$ cat src/rtl/usb_phy_seq_pkg.sv
// Shared state encoding, pin-level table and 50 MHz timing defaults for the PHY sequencer.
package usb_phy_seq_pkg;

    typedef enum logic [2:0] {
        ST_STRAP = 3'd0,
        ST_HOLD  = 3'd1,
        ST_WAIT  = 3'd2,
        ST_READY = 3'd3,
        ST_FAIL  = 3'd4
    } state_e;

    // Defaults for a 50 MHz clock; STATUS_TIMEOUT is 1 ms.
    localparam int unsigned DEF_STRAP_CYCLES   = 16;
    localparam int unsigned DEF_HOLD_CYCLES    = 4;
    localparam int unsigned DEF_STATUS_TIMEOUT = 50000;
    localparam int unsigned DEF_MAX_RETRY      = 3;
    localparam int unsigned DEF_CNT_W          = 20;

    typedef struct packed {
        logic strap_en;
        logic phy_reset_n;
        logic usb_reset_n;
        logic out_enable;
        logic ready;
        logic fail;
    } pins_t;

    // Pin levels for each state; unknown encodings fall back to the strap window.
    function automatic pins_t state_pins(state_e st);
        pins_t p;
        unique case (st)
            ST_STRAP: p = '{strap_en: 1'b1, phy_reset_n: 1'b0, usb_reset_n: 1'b0,
                            out_enable: 1'b0, ready: 1'b0, fail: 1'b0};
            ST_HOLD:  p = '{strap_en: 1'b1, phy_reset_n: 1'b1, usb_reset_n: 1'b0,
                            out_enable: 1'b0, ready: 1'b0, fail: 1'b0};
            ST_WAIT:  p = '{strap_en: 1'b0, phy_reset_n: 1'b1, usb_reset_n: 1'b1,
                            out_enable: 1'b1, ready: 1'b0, fail: 1'b0};
            ST_READY: p = '{strap_en: 1'b0, phy_reset_n: 1'b1, usb_reset_n: 1'b1,
                            out_enable: 1'b1, ready: 1'b1, fail: 1'b0};
            ST_FAIL:  p = '{strap_en: 1'b0, phy_reset_n: 1'b0, usb_reset_n: 1'b0,
                            out_enable: 1'b0, ready: 1'b0, fail: 1'b1};
            default:  p = '{strap_en: 1'b1, phy_reset_n: 1'b0, usb_reset_n: 1'b0,
                            out_enable: 1'b0, ready: 1'b0, fail: 1'b0};
        endcase
        return p;
    endfunction

endpackage

$ cat src/rtl/synch_2.sv
// Generic two-flop synchronizer with a selectable reset level.
module synch_2 #(
    parameter bit RESET_VAL = 1'b0
) (
    input  logic clk_i,
    input  logic rst_i,
    input  logic d_i,
    output logic q_o
);

    logic meta_q;
    logic sync_q;

    // Two back-to-back flops resolve metastability on the asynchronous input.
    always_ff @(posedge clk_i) begin
        if (rst_i) begin
            meta_q <= RESET_VAL;
            sync_q <= RESET_VAL;
        end else begin
            meta_q <= d_i;
            sync_q <= meta_q;
        end
    end

    assign q_o = sync_q;

endmodule

$ cat src/rtl/usb_phy_seq.sv
// USB 3.0 PHY power-up sequencer: strap window, reset release and PHY_STATUS handshake.
module usb_phy_seq
    import usb_phy_seq_pkg::*;
#(
    parameter int unsigned STRAP_CYCLES   = DEF_STRAP_CYCLES,
    parameter int unsigned HOLD_CYCLES    = DEF_HOLD_CYCLES,
    parameter int unsigned STATUS_TIMEOUT = DEF_STATUS_TIMEOUT,
    parameter int unsigned MAX_RETRY      = DEF_MAX_RETRY,
    parameter int unsigned CNT_W          = DEF_CNT_W
) (
    input  logic       clk_50,
    input  logic       reset,
    input  logic       restart,
    input  logic       phy_status_async,
    output logic       strap_en,
    output logic       phy_reset_n,
    output logic       usb_reset_n,
    output logic       out_enable,
    output logic       ready,
    output logic       fail,
    output logic [1:0] retry_count
);

    localparam logic [CNT_W-1:0] StrapLast   = CNT_W'(STRAP_CYCLES - 1);
    localparam logic [CNT_W-1:0] HoldLast    = CNT_W'(HOLD_CYCLES - 1);
    localparam logic [CNT_W-1:0] TimeoutLast = CNT_W'(STATUS_TIMEOUT - 1);
    localparam logic [1:0]       MaxRetry    = 2'(MAX_RETRY);

    logic phy_status_s;

    // Idles high so a reset PHY looks "not ready" until the pin is really sampled.
    synch_2 #(
        .RESET_VAL (1'b1)
    ) u_status_sync (
        .clk_i (clk_50),
        .rst_i (reset),
        .d_i   (phy_status_async),
        .q_o   (phy_status_s)
    );

    state_e           state_q, state_d;
    logic [CNT_W-1:0] cnt_q, cnt_d;
    logic [1:0]       retry_q, retry_d;
    pins_t            pins_q, pins_d;

    // Next state, dwell counter and retry bookkeeping; pins follow the next state.
    always_comb begin
        state_d = state_q;
        cnt_d   = cnt_q + CNT_W'(1);
        retry_d = retry_q;
        unique case (state_q)
            ST_STRAP: if (cnt_q == StrapLast) state_d = ST_HOLD;
            ST_HOLD:  if (cnt_q == HoldLast) state_d = ST_WAIT;
            ST_WAIT: begin
                // Status beats a coincident timeout.
                if (!phy_status_s) begin
                    state_d = ST_READY;
                end else if (cnt_q == TimeoutLast) begin
                    if (retry_q == MaxRetry) begin
                        state_d = ST_FAIL;
                    end else begin
                        state_d = ST_STRAP;
                        retry_d = retry_q + 2'd1;
                    end
                end
            end
            ST_READY, ST_FAIL: cnt_d = cnt_q;
            default: state_d = ST_STRAP;
        endcase
        if (state_d != state_q) cnt_d = '0;
        if (restart) begin
            state_d = ST_STRAP;
            cnt_d   = '0;
            retry_d = '0;
        end
        pins_d = state_pins(state_d);
    end

    // State, counter and registered pin levels all update on the same edge.
    always_ff @(posedge clk_50) begin
        if (reset) begin
            state_q <= ST_STRAP;
            cnt_q   <= '0;
            retry_q <= '0;
            pins_q  <= state_pins(ST_STRAP);
        end else begin
            state_q <= state_d;
            cnt_q   <= cnt_d;
            retry_q <= retry_d;
            pins_q  <= pins_d;
        end
    end

    assign strap_en    = pins_q.strap_en;
    assign phy_reset_n = pins_q.phy_reset_n;
    assign usb_reset_n = pins_q.usb_reset_n;
    assign out_enable  = pins_q.out_enable;
    assign ready       = pins_q.ready;
    assign fail        = pins_q.fail;
    assign retry_count = retry_q;

endmodule
$ cat config.mk
export PLATFORM = sky130hd
export DESIGN_NAME = usb_phy_seq
export DESIGN_NICKNAME = d
export VERILOG_FILES = /design/src/rtl/usb_phy_seq_pkg.sv /design/src/rtl/synch_2.sv /design/src/rtl/usb_phy_seq.sv
export SDC_FILE = /design/constraint.sdc
export NUM_CORES = 1
export LEC_CHECK = 0
export CORE_MARGIN = 5
export CORE_UTILIZATION = 60
export DETAILED_ROUTE_END_ITERATION = 8
export PLACE_DENSITY = 0.92
export SETUP_SLACK_MARGIN = 0.5
export SYNTH_ARGS = -nofsm -noshare
export SYNTH_HDL_FRONTEND = slang
export SYNTH_SLANG_ARGS = --single-unit
$ cat constraint.sdc
create_clock -name clk_50 -period 3.8 [get_ports clk_50]
set_input_delay 0.76 -clock clk_50 [delete_from_list [all_inputs] [get_ports clk_50]]
set_output_delay 0.76 -clock clk_50 [all_outputs]
set_load 0.05 [all_outputs]
# ---- Word level (Yosys, flattened, before mapping)
# Index checks and enable logic that the tools add are counted.
dict set report word_totals {
  word_cells 40
  input_bits 4
  register_bits 33
}
dict set report classes {
  n_addsub 2
  n_bitwise 1
  n_reduce_logical 5
  eq_ne 13
  muxes 8
}
# op count
set op_table {}
lappend op_table {{one-hot mux 6 bit (4 select lines)} 1}
lappend op_table {{adder 20 x 1 -> 20 bit, second input constant} 1}
lappend op_table {{equality test 20 x 16 -> 1 bit, second input constant} 1}
lappend op_table {{equality test 20 x 2 -> 1 bit, second input constant} 1}
lappend op_table {{equality test 20 x 4 -> 1 bit, second input constant} 1}
lappend op_table {{two-way mux 3 bit} 6}
lappend op_table {{equality test 3 x 2 -> 1 bit, second input constant} 4}
lappend op_table {{one-hot mux 3 bit (4 select lines)} 1}
lappend op_table {{equality test 3 x 1 -> 1 bit, second input constant} 2}
lappend op_table {{equality test 3 bit, second input constant} 2}
lappend op_table {{AND reduction 4 bit} 1}
lappend op_table {{OR reduction 2 bit} 2}
lappend op_table {{logical NOT 3 bit} 1}
lappend op_table {{inequality test 3 bit} 1}
lappend op_table {{OR reduction 3 bit} 1}
lappend op_table {{adder 2 x 1 -> 2 bit, second input constant} 1}
lappend op_table {{equality test 2 bit, second input constant} 1}
lappend op_table {{NOT 1 bit} 1}

# ---- Depth between registers and ports, before layout
# Gate-level depths: netlist (run 1).
dict set report logic_depth {
  word_depth 8
  depth_mapped 8
  mapped_depth_nobuf 7
}

# ---- Modules after synthesis
# From an unflattened synthesis (run 1), not the netlist that was laid out.
dict set report unflattened {
  hier_cells 184
  area_unflattened_um2 1597.8
}
# module area_per_inst_um2 cells_each n_inst
set modules_own_cells {}
lappend modules_own_cells {usb_phy_seq 1545.2 180 1}
lappend modules_own_cells {synch_2 52.6 4 1}

# ---- Worst setup path after synthesis (run 1)
# OpenSTA, ideal clock, no wires.
dict set report synth_timing {
  path_kind {register to register}
  start {register cnt_q[6]}
  end {register cnt_q[14]}
  n_path_buf 1
  period_less_slack_ns 2.355
  path_stages_with_launch 8
  setup_ns 0.115
  setup_slack_ns 1.445
  t_arrival_ns 2.240
  cell_sequence {dfxtp_1 > or4_1 > or3b_1 > or4b_4 > a21oi_2 > a21o_4 > buf_12 > nor2_1}
}
dict set report synth_via {
  elab_chain_cells 6
  elab_cells_between_ends 11
}
# item line_no
set synth_rtl {}
lappend synth_rtl {{from (decl)} usb_phy_seq.sv:42} ;# logic [CNT_W-1:0] cnt_q, cnt_d;
lappend synth_rtl {{from (signal assigned)} usb_phy_seq.sv:88} ;# cnt_q <= cnt_d;
lappend synth_rtl {{equality test 20 x 16 -> 1 bit} usb_phy_seq.sv:58} ;# end else if (cnt_q == TimeoutLast) begin
lappend synth_rtl {{two-way mux 3 bit} usb_phy_seq.sv:58}
lappend synth_rtl {{two-way mux 3 bit} usb_phy_seq.sv:56} ;# if (!phy_status_s) begin
lappend synth_rtl {{one-hot mux 3 bit (4 select lines)} usb_phy_seq.sv:51} ;# unique case (state_q)
lappend synth_rtl {{inequality test 3 bit} usb_phy_seq.sv:70} ;# if (state_d != state_q) cnt_d = '0;
lappend synth_rtl {{OR reduction 3 bit (no line)} n/a}
# Several ways; a longest one is shown, not always the timed one.
# A chain may end at the register's enable or synchronous reset.

# ---- Worst setup path in the final report (run 1)
dict set report layout_timing {
  start {register cnt_q[6]}
  end {register cnt_q[0]}
}
dict set report layout_via {
  elab_chain_cells 6
  elab_cells_between_ends 10
}
# item line_no
set layout_rtl {}
lappend layout_rtl {{equality test 20 x 16 -> 1 bit} usb_phy_seq.sv:58}
lappend layout_rtl {{two-way mux 3 bit} usb_phy_seq.sv:58}
lappend layout_rtl {{two-way mux 3 bit} usb_phy_seq.sv:56}
lappend layout_rtl {{one-hot mux 3 bit (4 select lines) *} usb_phy_seq.sv:51}
lappend layout_rtl {{inequality test 3 bit *} usb_phy_seq.sv:70}
lappend layout_rtl {{OR reduction 3 bit (no line) *} n/a}
# Mark *: on every way between the ends. The rest lies on a longest branch, timed or not.

==> results of run 1 <==
## where the power goes
| part | total, mW | internal, mW | switching [mW] |
|---|---|---|---|
| Clock | 0.203 | 0.0913 | 0.112 |
| Combinational | 0.0162 | 0.00754 | 0.00863 |
| Sequential | 0.339 | 0.337 | 0.00181 |
| Total | 0.558 | 0.436 | 0.122 |
## worst paths after layout
kind,to,slack [ps],depth (start not counted)
hold reg to reg,u_status_sync.q_o,420,1
hold / removal,u_status_sync.q_o,420,1
setup / recovery,cnt_q[0],1270,6
setup reg to reg,cnt_q[0],1270,6
## cell usage after synthesis, types with 2 or more instances
| library cell | n | area, um^2 |
|---|---|---|
| a21oi_1 | 7 | 35.0 |
| and2_1 | 3 | 18.8 |
| and3_1 | 3 | 18.8 |
| and4_2 | 2 | 20.0 |
| buf_4 | 2 | 15.0 |
| clkbuf_1 | 4 | 15.0 |
| dfxtp_1 | 32 | 641 |
| ha_1 | 2 | 25.0 |
| inv_1 | 4 | 15.0 |
| nand2_1 | 16 | 60.1 |
| nand3_1 | 9 | 45.0 |
| nand4_1 | 8 | 50.1 |
| nor2_1 | 26 | 97.6 |
| nor2_2 | 3 | 18.8 |
| nor2b_1 | 4 | 25.0 |
| nor3_1 | 10 | 50.1 |
| nor4_1 | 5 | 31.3 |
| nor4b_1 | 2 | 17.5 |
| or2_2 | 3 | 18.8 |
| xnor2_1 | 7 | 61.3 |
| xor2_1 | 13 | 114 |
## sequential cells by signal (all words and copies together) (netlist names)
name	cells
ready	1
fail	1
u_status_sync.q_o	1
usb_reset_n	1
cnt_q	20
state_q	3
retry_count	2
u_status_sync.meta_q	1
phy_reset_n	1
strap_en	1
## cell families (layout without fill, tap and decap cells)
family,Yosys count,in the layout,share of synthesized area [%]
XOR/XNOR,20,20,11.4
multiplexers,1,1,0.730
adder cells (fa/ha/maj),2,2,1.62
AND/OR/NAND/NOR,99,99,33.6
buffers and inverters,12,23,4.46
AO/OA/AOI/OAI,14,14,6.66
flip-flops,32,32,41.6
## routing by layer
layer	routed length [um]	GRT usage, %
met2	1600	35.9
met4	80	8.98
met1	1340	21.0
met3	151	5.53
met5	0	0
## per-stage QoR
stage | instance area, um^2 | setup WS (ps)
after floorplan | 1540 | 1440
after global placement | 1640 | 1340
after detailed placement | 1640 | 1290
after CTS | 1690 | 1270
after global routing | 1690 | 1140
final | 1690 | 1270
## cell type report
type                            count  area [um^2]  area share (%)
Tap cell                           30         37.5            2.22
Timing Repair Buffer               11          110            6.50
Sequential cell                    32          641            37.8
Multi-Input combinational cell    136          832            49.1
Inverter                            4         15.0           0.886
Clock buffer                        8         58.8            3.47
## layout by cell type, fill, tap and decap left out, types with 3 or more instances in the layout
cell and n:
and3_1 3, nor2_1 26, or2_2 3, clkdlybuf4s50_1 11, clkbuf_4 5, nor4_1 5, xor2_1 13, nor2b_1 4
a21oi_1 7, dfxtp_1 32, xnor2_1 7, nor3_1 10, nand3_1 9, nor2_2 3, inv_1 4, nand4_1 8
and2_1 3, nand2_1 16
==> run metrics, run 1 <==
status=complete, no violations; Clock Tree Root=clkbuf_4; Overflow after GRT=0; starting density of the core=62.2%; Worst R2R Start=cnt_q[6]; Seq cells post-synth=32; setup violators final=0; fillcell total=205; Pre-antenna DRT Iters=4; pwr dens=329 mW/mm^2; CTS tree=done; Cell Area, Synth=0.00154 mm^2; synthesis warning total=0; first-pass GRT wire length=5.39 mm; slowest stage cell on the critical path=or4_1; Max Buffers Root-to-Sink=2; # Max-Cap Violations=0; Num CTS Buffers=5; Syn Inst Count=180; clock-pin transition on the worst setup and hold timing paths=100 ps; Max Fanout on Critical Path=6; Critical Path RT=4020 ps; worst min-delay path class=reg2reg; nets=196; cell total after placement=213; FMAX=395 MHz; Layout Area Growth over Synthesis=9.90%; crit path DAT=2750 ps; Final Util=68.4%; core area=0.00248 mm^2; Top FF cell, synth=dfxtp_1; Die Width=60.7 um; Final Skew=3.70 ps; # rows=18; CP Launch Type=flop; Crit path buffers/inverters=0; Post-synth EDFFs=0; DIE HEIGHT=60.7 um; setup TNS=0 ps; worst hold path startpoint=u_status_sync.meta_q; via count=1,294; largest net degree at the start of global routing=15; critical path type=reg2reg; Peak VDD IR=254 uV; vias per cell=5.86; Largest delay share family, worst path=simple AND/OR/NAND/NOR gates; First DRT Iteration DRCs=97; later-pin clock latency in the skew report=330 ps; critical path capture point type=flop; antenna viol nets, final=0; Residual DRC=0; non-filler cells, final=221; n_diodes=0; Post-CTS Resized=0; RSZ-0062 raised after global routing=false; total power=0.558 mW; Final Hold Vio Count=0; Tmin final=2530 ps; Buffers on Ports=11; Worst Setup SP=cnt_q[6]; sequential area share after synthesis=41.6%; vias in the first global route=1,276; Yosys cell types=36; Slew headroom=60.5%; Final Max Slew Viols=0; Final HPWL DP=2.34 mm; cts hold-fix bufs=0; crit share post-route=66.6%; worst-path cell chain=or4_1, or3b_1, or4b_4, a21oi_2, and2_1, nor3_1; leakage power=0.604 nW; Top Ports=12; initial antenna violation count=0; CP peak stage delay=550 ps; die area=0.00368 mm^2; H-tree Lvls=2; Mapped Nets=186; post-CTS setup buffers=0; share of flip-flops with an asynchronous set or reset=0%; GP Congestion=0.919; CTS sink cnt=32; Worst-Margin Slew=587 ps; All-Layer GR Usage=19.7%; share of cells above drive strength 1=9.42%; wire per inst=14.4 um; hold_ws=423 ps; Avg Inst Size Synth=8.56 um^2; Total Wirelength=3.17 mm
Power figures use the tool's default switching activity.
==> run 2: changes to the inputs <==
CORE_UTILIZATION = 56   (was 60)
PLACE_DENSITY = 0.87   (was 0.92)
clock period = 2.6 ns   (was 3.8 ns; I/O delays follow)
==> run metrics, run 2 (synthesized netlist as in run 1, its figures left out) <==
Layout Area Growth over Synthesis=24.8% (was 9.90%); H-tree Lvls=2 (unchanged); clock-pin transition on the worst setup and hold timing paths=100 ps (about the same); FF-to-FF setup slack=230 ps (was 1270 ps); CTS tree=done (unchanged); initial antenna violation count=0 (unchanged); Top Ports=12 (unchanged); nets=205 (was 196); Buffers on Ports=11 (unchanged); vias in the first global route=1,417 (was 1,276); FF-to-FF End=cnt_q[5] (was cnt_q[0]); core area=0.00269 mm^2 (was 0.00248 mm^2); Final HPWL DP=2.45 mm (was 2.34 mm); Tmin final=2370 ps (was 2530 ps); # rows=19 (was 18); RSZ-0062 raised after global routing=true (was false); largest net degree at the start of global routing=15 (unchanged); pwr dens=467 mW/mm^2 (was 329 mW/mm^2); Worst R2R Start=cnt_q[6] (unchanged); antenna viol nets, final=0 (unchanged); CP Launch Type=flop (unchanged); dpl ws=161 ps (was 1290 ps); first-pass GRT wire length=6.08 mm (was 5.39 mm); max FFs per register=20 (unchanged); crit path DAT=2600 ps (was 2750 ps); Overflow after GRT=0 (unchanged); WHS Path Cells=1 (unchanged); Final Max Slew Viols=0 (unchanged); Clock Tree Root=clkbuf_4 (unchanged); Final Skew=9.19 ps (was 3.70 ps); setup violators final=0 (unchanged); wire per inst=16.2 um (was 14.4 um); most frequent cells in the layout=dfxtp_1 (28), nor2_1 (26), nand2_1 (15), xor2_1 (13), clkdlybuf4s50_1 (10) (was dfxtp_1 (32), nor2_1 (26), nand2_1 (16), xor2_1 (13), clkdlybuf4s50_1 (11)); Hold EP=u_status_sync.q_o (unchanged); setup TNS=0 ps (unchanged); worst min-delay path class=reg2reg (unchanged); All-Layer GR Usage=19.3% (was 19.7%); # Max-Cap Violations=0 (unchanged); vias per cell=6.11 (was 5.86); Final Hold Vio Count=0 (unchanged); die area=0.00390 mm^2 (was 0.00368 mm^2); Top reg by flops=cnt_q (unchanged); leakage power=0.696 nW (was 0.604 nW); Worst-Margin Slew=587 ps (about the same); later-pin clock latency in the skew report=340 ps (was 330 ps); critical path type=reg2reg (unchanged); Slew headroom=60.5% (about the same); share of cells above drive strength 1=26.0% (was 9.42%); via count=1,411 (was 1,294); First DRT Iteration DRCs=110 (was 97); GP Congestion=0.950 (was 0.919); crit share post-route=91.2% (was 66.6%); starting density of the core=57.4% (was 62.2%); worst hold path startpoint=u_status_sync.meta_q (unchanged); n_diodes=0 (unchanged); Total Wirelength=3.75 mm (was 3.17 mm); critical path capture point type=flop (unchanged); Critical Path RT=2830 ps (was 4020 ps); commonest non-fill, non-tap cell in the layout=dfxtp_1 (unchanged); FMAX=422 MHz (was 395 MHz); Max Buffers Root-to-Sink=2 (unchanged); CTS sink cnt=32 (unchanged); Die Width=62.5 um (was 60.7 um); r2r worst-path depth=6 (unchanged); status=complete, no violations (unchanged); Max Fanout on Critical Path=14 (was 6); Peak VDD IR=429 uV (was 254 uV); Residual DRC=0 (unchanged); Pre-antenna DRT Iters=5 (was 4); post-route setup slack=229 ps (was 1270 ps); DIE HEIGHT=62.5 um (was 60.7 um); Num CTS Buffers=5 (unchanged)
[run 2: cell types whose count changed in the layout (fill, tap and decap cells not counted), moves of 2 or more]
cell	delta
dfxtp_4	+3
buf_4	+9
a21oi_1	-3
dfxtp_1	-4
nor4_1	-2
nor3_1	-6
a21oi_4	+2
nor3_2	+6
clkbuf_1	-2
[run 2: routing by layer]
metal  global-route usage (%)  up-vias  wire length [um]  share of wire (%)
met3                     7.19       12               223                6.0
met1                     19.2      677              1390                 37
li1                         -      661                 -                  -
met2                     33.7       61              2030                 54
met4                     11.4        0               100                2.7
met5                        0        -                 0                  0
[run 2: report_power, final]
group	total [mW]	internal [mW]	switching (mW)
clock network	0.375	0.200	0.175
registers	0.494	0.491	0.00326
logic	0.0296	0.0140	0.0156
total	0.899	0.705	0.194
[run 2: worst max-delay path by stage]
stage                   from   endpoint  cells past startpoint
floorplan           cnt_q[6]  cnt_q[14]                      7
global placement    cnt_q[6]   cnt_q[6]                      6
detailed placement  cnt_q[6]   cnt_q[8]                      6
CTS                 cnt_q[6]   cnt_q[5]                      6
global route        cnt_q[6]   cnt_q[5]                      6
finish              cnt_q[6]   cnt_q[5]                      6
[run 2: worst max-delay path, stage by stage, from the launching register on]
cell and delay [ps]:
dfxtp_4 360, or4_4 530, or3b_4 390, or4b_4 530, a21oi_4 160, a21o_4 230
nor2_1 70
[run 2: final cells by class]
type	instances	area, um^2
Multi-Input combinational cell	136	957
Timing Repair Buffer	20	180
Inverter	4	15.0
Sequential cell	32	653
Fill cell	187	762
Tap cell	31	38.8
Clock buffer	5	37.5
Clock inverter	3	42.5
[run 2: stage by stage]
stage / power (mW) / instances / util, % / cell area (um^2) / hold WS [ps]
after global routing: 0.941 / 231 / 71.6 / 1920 / 449
after global placement: 0.529 / 214 / 61.8 / 1660 / 398
final: 0.899 / 231 / 71.6 / 1920 / 421
after floorplan: 0.525 / 180 / - / 1570 / 389
after detailed placement: 0.531 / 214 / 61.8 / 1660 / 400
after CTS: 0.898 / 227 / 68.5 / 1840 / 422
[run 2: repair_timing]
action / 4_1_cts / 5_1_grt
setup endpoints to repair: 24 / 26
buffers inserted: 5 / 4
hold buffers: 0 / 0
pin swaps: 2 / 7
resized for setup: 15 / 13
==> patch: new RTL, flow settings as in run 2 <==
`DEF_CNT_W`: 20 -> 40.
--- a/src/rtl/usb_phy_seq_pkg.sv
+++ b/src/rtl/usb_phy_seq_pkg.sv
@@ -16,3 +16,3 @@
     localparam int unsigned DEF_MAX_RETRY      = 3;
-    localparam int unsigned DEF_CNT_W          = 20;
+    localparam int unsigned DEF_CNT_W          = 40;
 
Formal check against the unedited RTL: no difference found for any inputs over 10 cycles, from zero or initial values and one cycle with reset high; that may be too few to reach the edited logic, so the function may still have changed.
==> patch against run 2 <==
Clock skew about the same. Via count up 54%. Cell area up 53%. Power up 54%. Sequential cell count up 20. Wire length up 45%. Non-clock buffer count down 1. Setup slack better by 280 ps. Area after synthesis up 68%. Critical path type unchanged. Critical path depth down 1. Largest power group unchanged. Cell count up 58%. Critical endpoint is now cnt_q[39]. Sequential power up 62%. Sequential share of layout area up 1.5 points.
==> patch: results <==
yosys:
  ys_seq_area_share_pct: 40.3
  synth_common_cells: "dfxtp_1, nor2_1, nand4_1, xor2_1, nand2_1"
  synthCells: 298
  synth.area.top_cells: "dfxtp_1, xor2_1, nor2_1"
  ys_types: 46
  ys_async_sr_fraction_pct: 0
place:
  pre_cts_ws_ps: 557
  place_area_um2: 2710
  placed_cells: 353
  gp_congestion: 0.879
  place_hpwl_mm: 3.54
critical_path:
  crit_fanout: 7
  critPathMaxStageDelay_ps: 450
  cp.arrival_ps: 2330
  ff2ff_path_depth: 5
  reg2reg_to: "cnt_q[39]"
  rrSetupSlack_ps: 510
power_and_ir_drop:
  combPwrFrac_pct: 2.7
  swShare_pct: 20.3
  powerDensity_nw_per_um2: 469
  p_leak_uw: 0.000995
  ir_drop_uv: 307
  clkPwrFrac_pct: 39.3
clock_network:
  cts_made_buffers: 5
  cts_root_buf: "clkbuf_8"
  clk-insertion-delay-late_ps: 300
routing:
  via_per_inst: 5.97
  vias: 2179
  drt-met1-wl_mm: 2.42
  wl_mm: 5.45
  dr.first_iter.drc_count: 134
  wl_met3_um: 248
  dr_wl_met2_mm: 2.71
  drt_first_pass_iters: 4
global_routing:
  antenna_found_initial: 0
  grt_pass1_vias: 2003
  grt_start_max_net_pins: 41
  gr-usage-met3_pct: 4.98
  grt_usage_pct: 17.5
  grt_pass1_wl_mm: 8.78
  use_met2_pct: 28.0
  grt.met1_usage_pct: 22.3
timing:
  worst_pin_slew_ps: 500
  min_period_over_period_pct: 80.3
  hold_slack_ps: 420
outcome:
  status: "finished, final reports clean"
hold_path:
  hold_start: "u_status_sync.meta_q"
  hold_class: "reg -> reg"
final_layout:
  drive_gt1_share_pct: 14.1
  n_fill_cell: 344
  largest_register_ffs: 40
-- patch: layout make-up --
cell class | count | area, µm² | area share (%)
sequential | 52 | 1050 | 35.5
inverter | 7 | 26.3 | 0.891
tap | 52 | 65.1 | 2.21
multi-input combinational | 227 | 1500 | 50.9
clock buffer | 6 | 72.6 | 2.46
timing repair buffer | 19 | 204 | 6.92
clock inverter | 2 | 35.0 | 1.19
-- patch: cell families (layout without fill, tap and decap cells) --
family,count (synthesis),count (layout),synth area share [%]
simple gates,160,160,35.8
flops,52,52,40.3
compound gates,35,35,8.33
xor+xnor,29,29,9.83
buf+inv,19,34,4.41
fa+ha+maj,2,2,0.968
mux,1,1,0.387
-- patch: timing repair --
action | in CTS | in global routing
hold endpoints to repair | 0 | 0
resized for setup | 0 | 16
buffers inserted | 0 | 2
setup endpoints to repair | 0 | 44
-- patch: worst reg2reg max path, cell delays in order, from the launching register on --
cell and delay, ps:
dfxtp_1 450, nand4_1 240, nor4_2 410, nand4_1 360
or3_1 440, a21oi_1 140
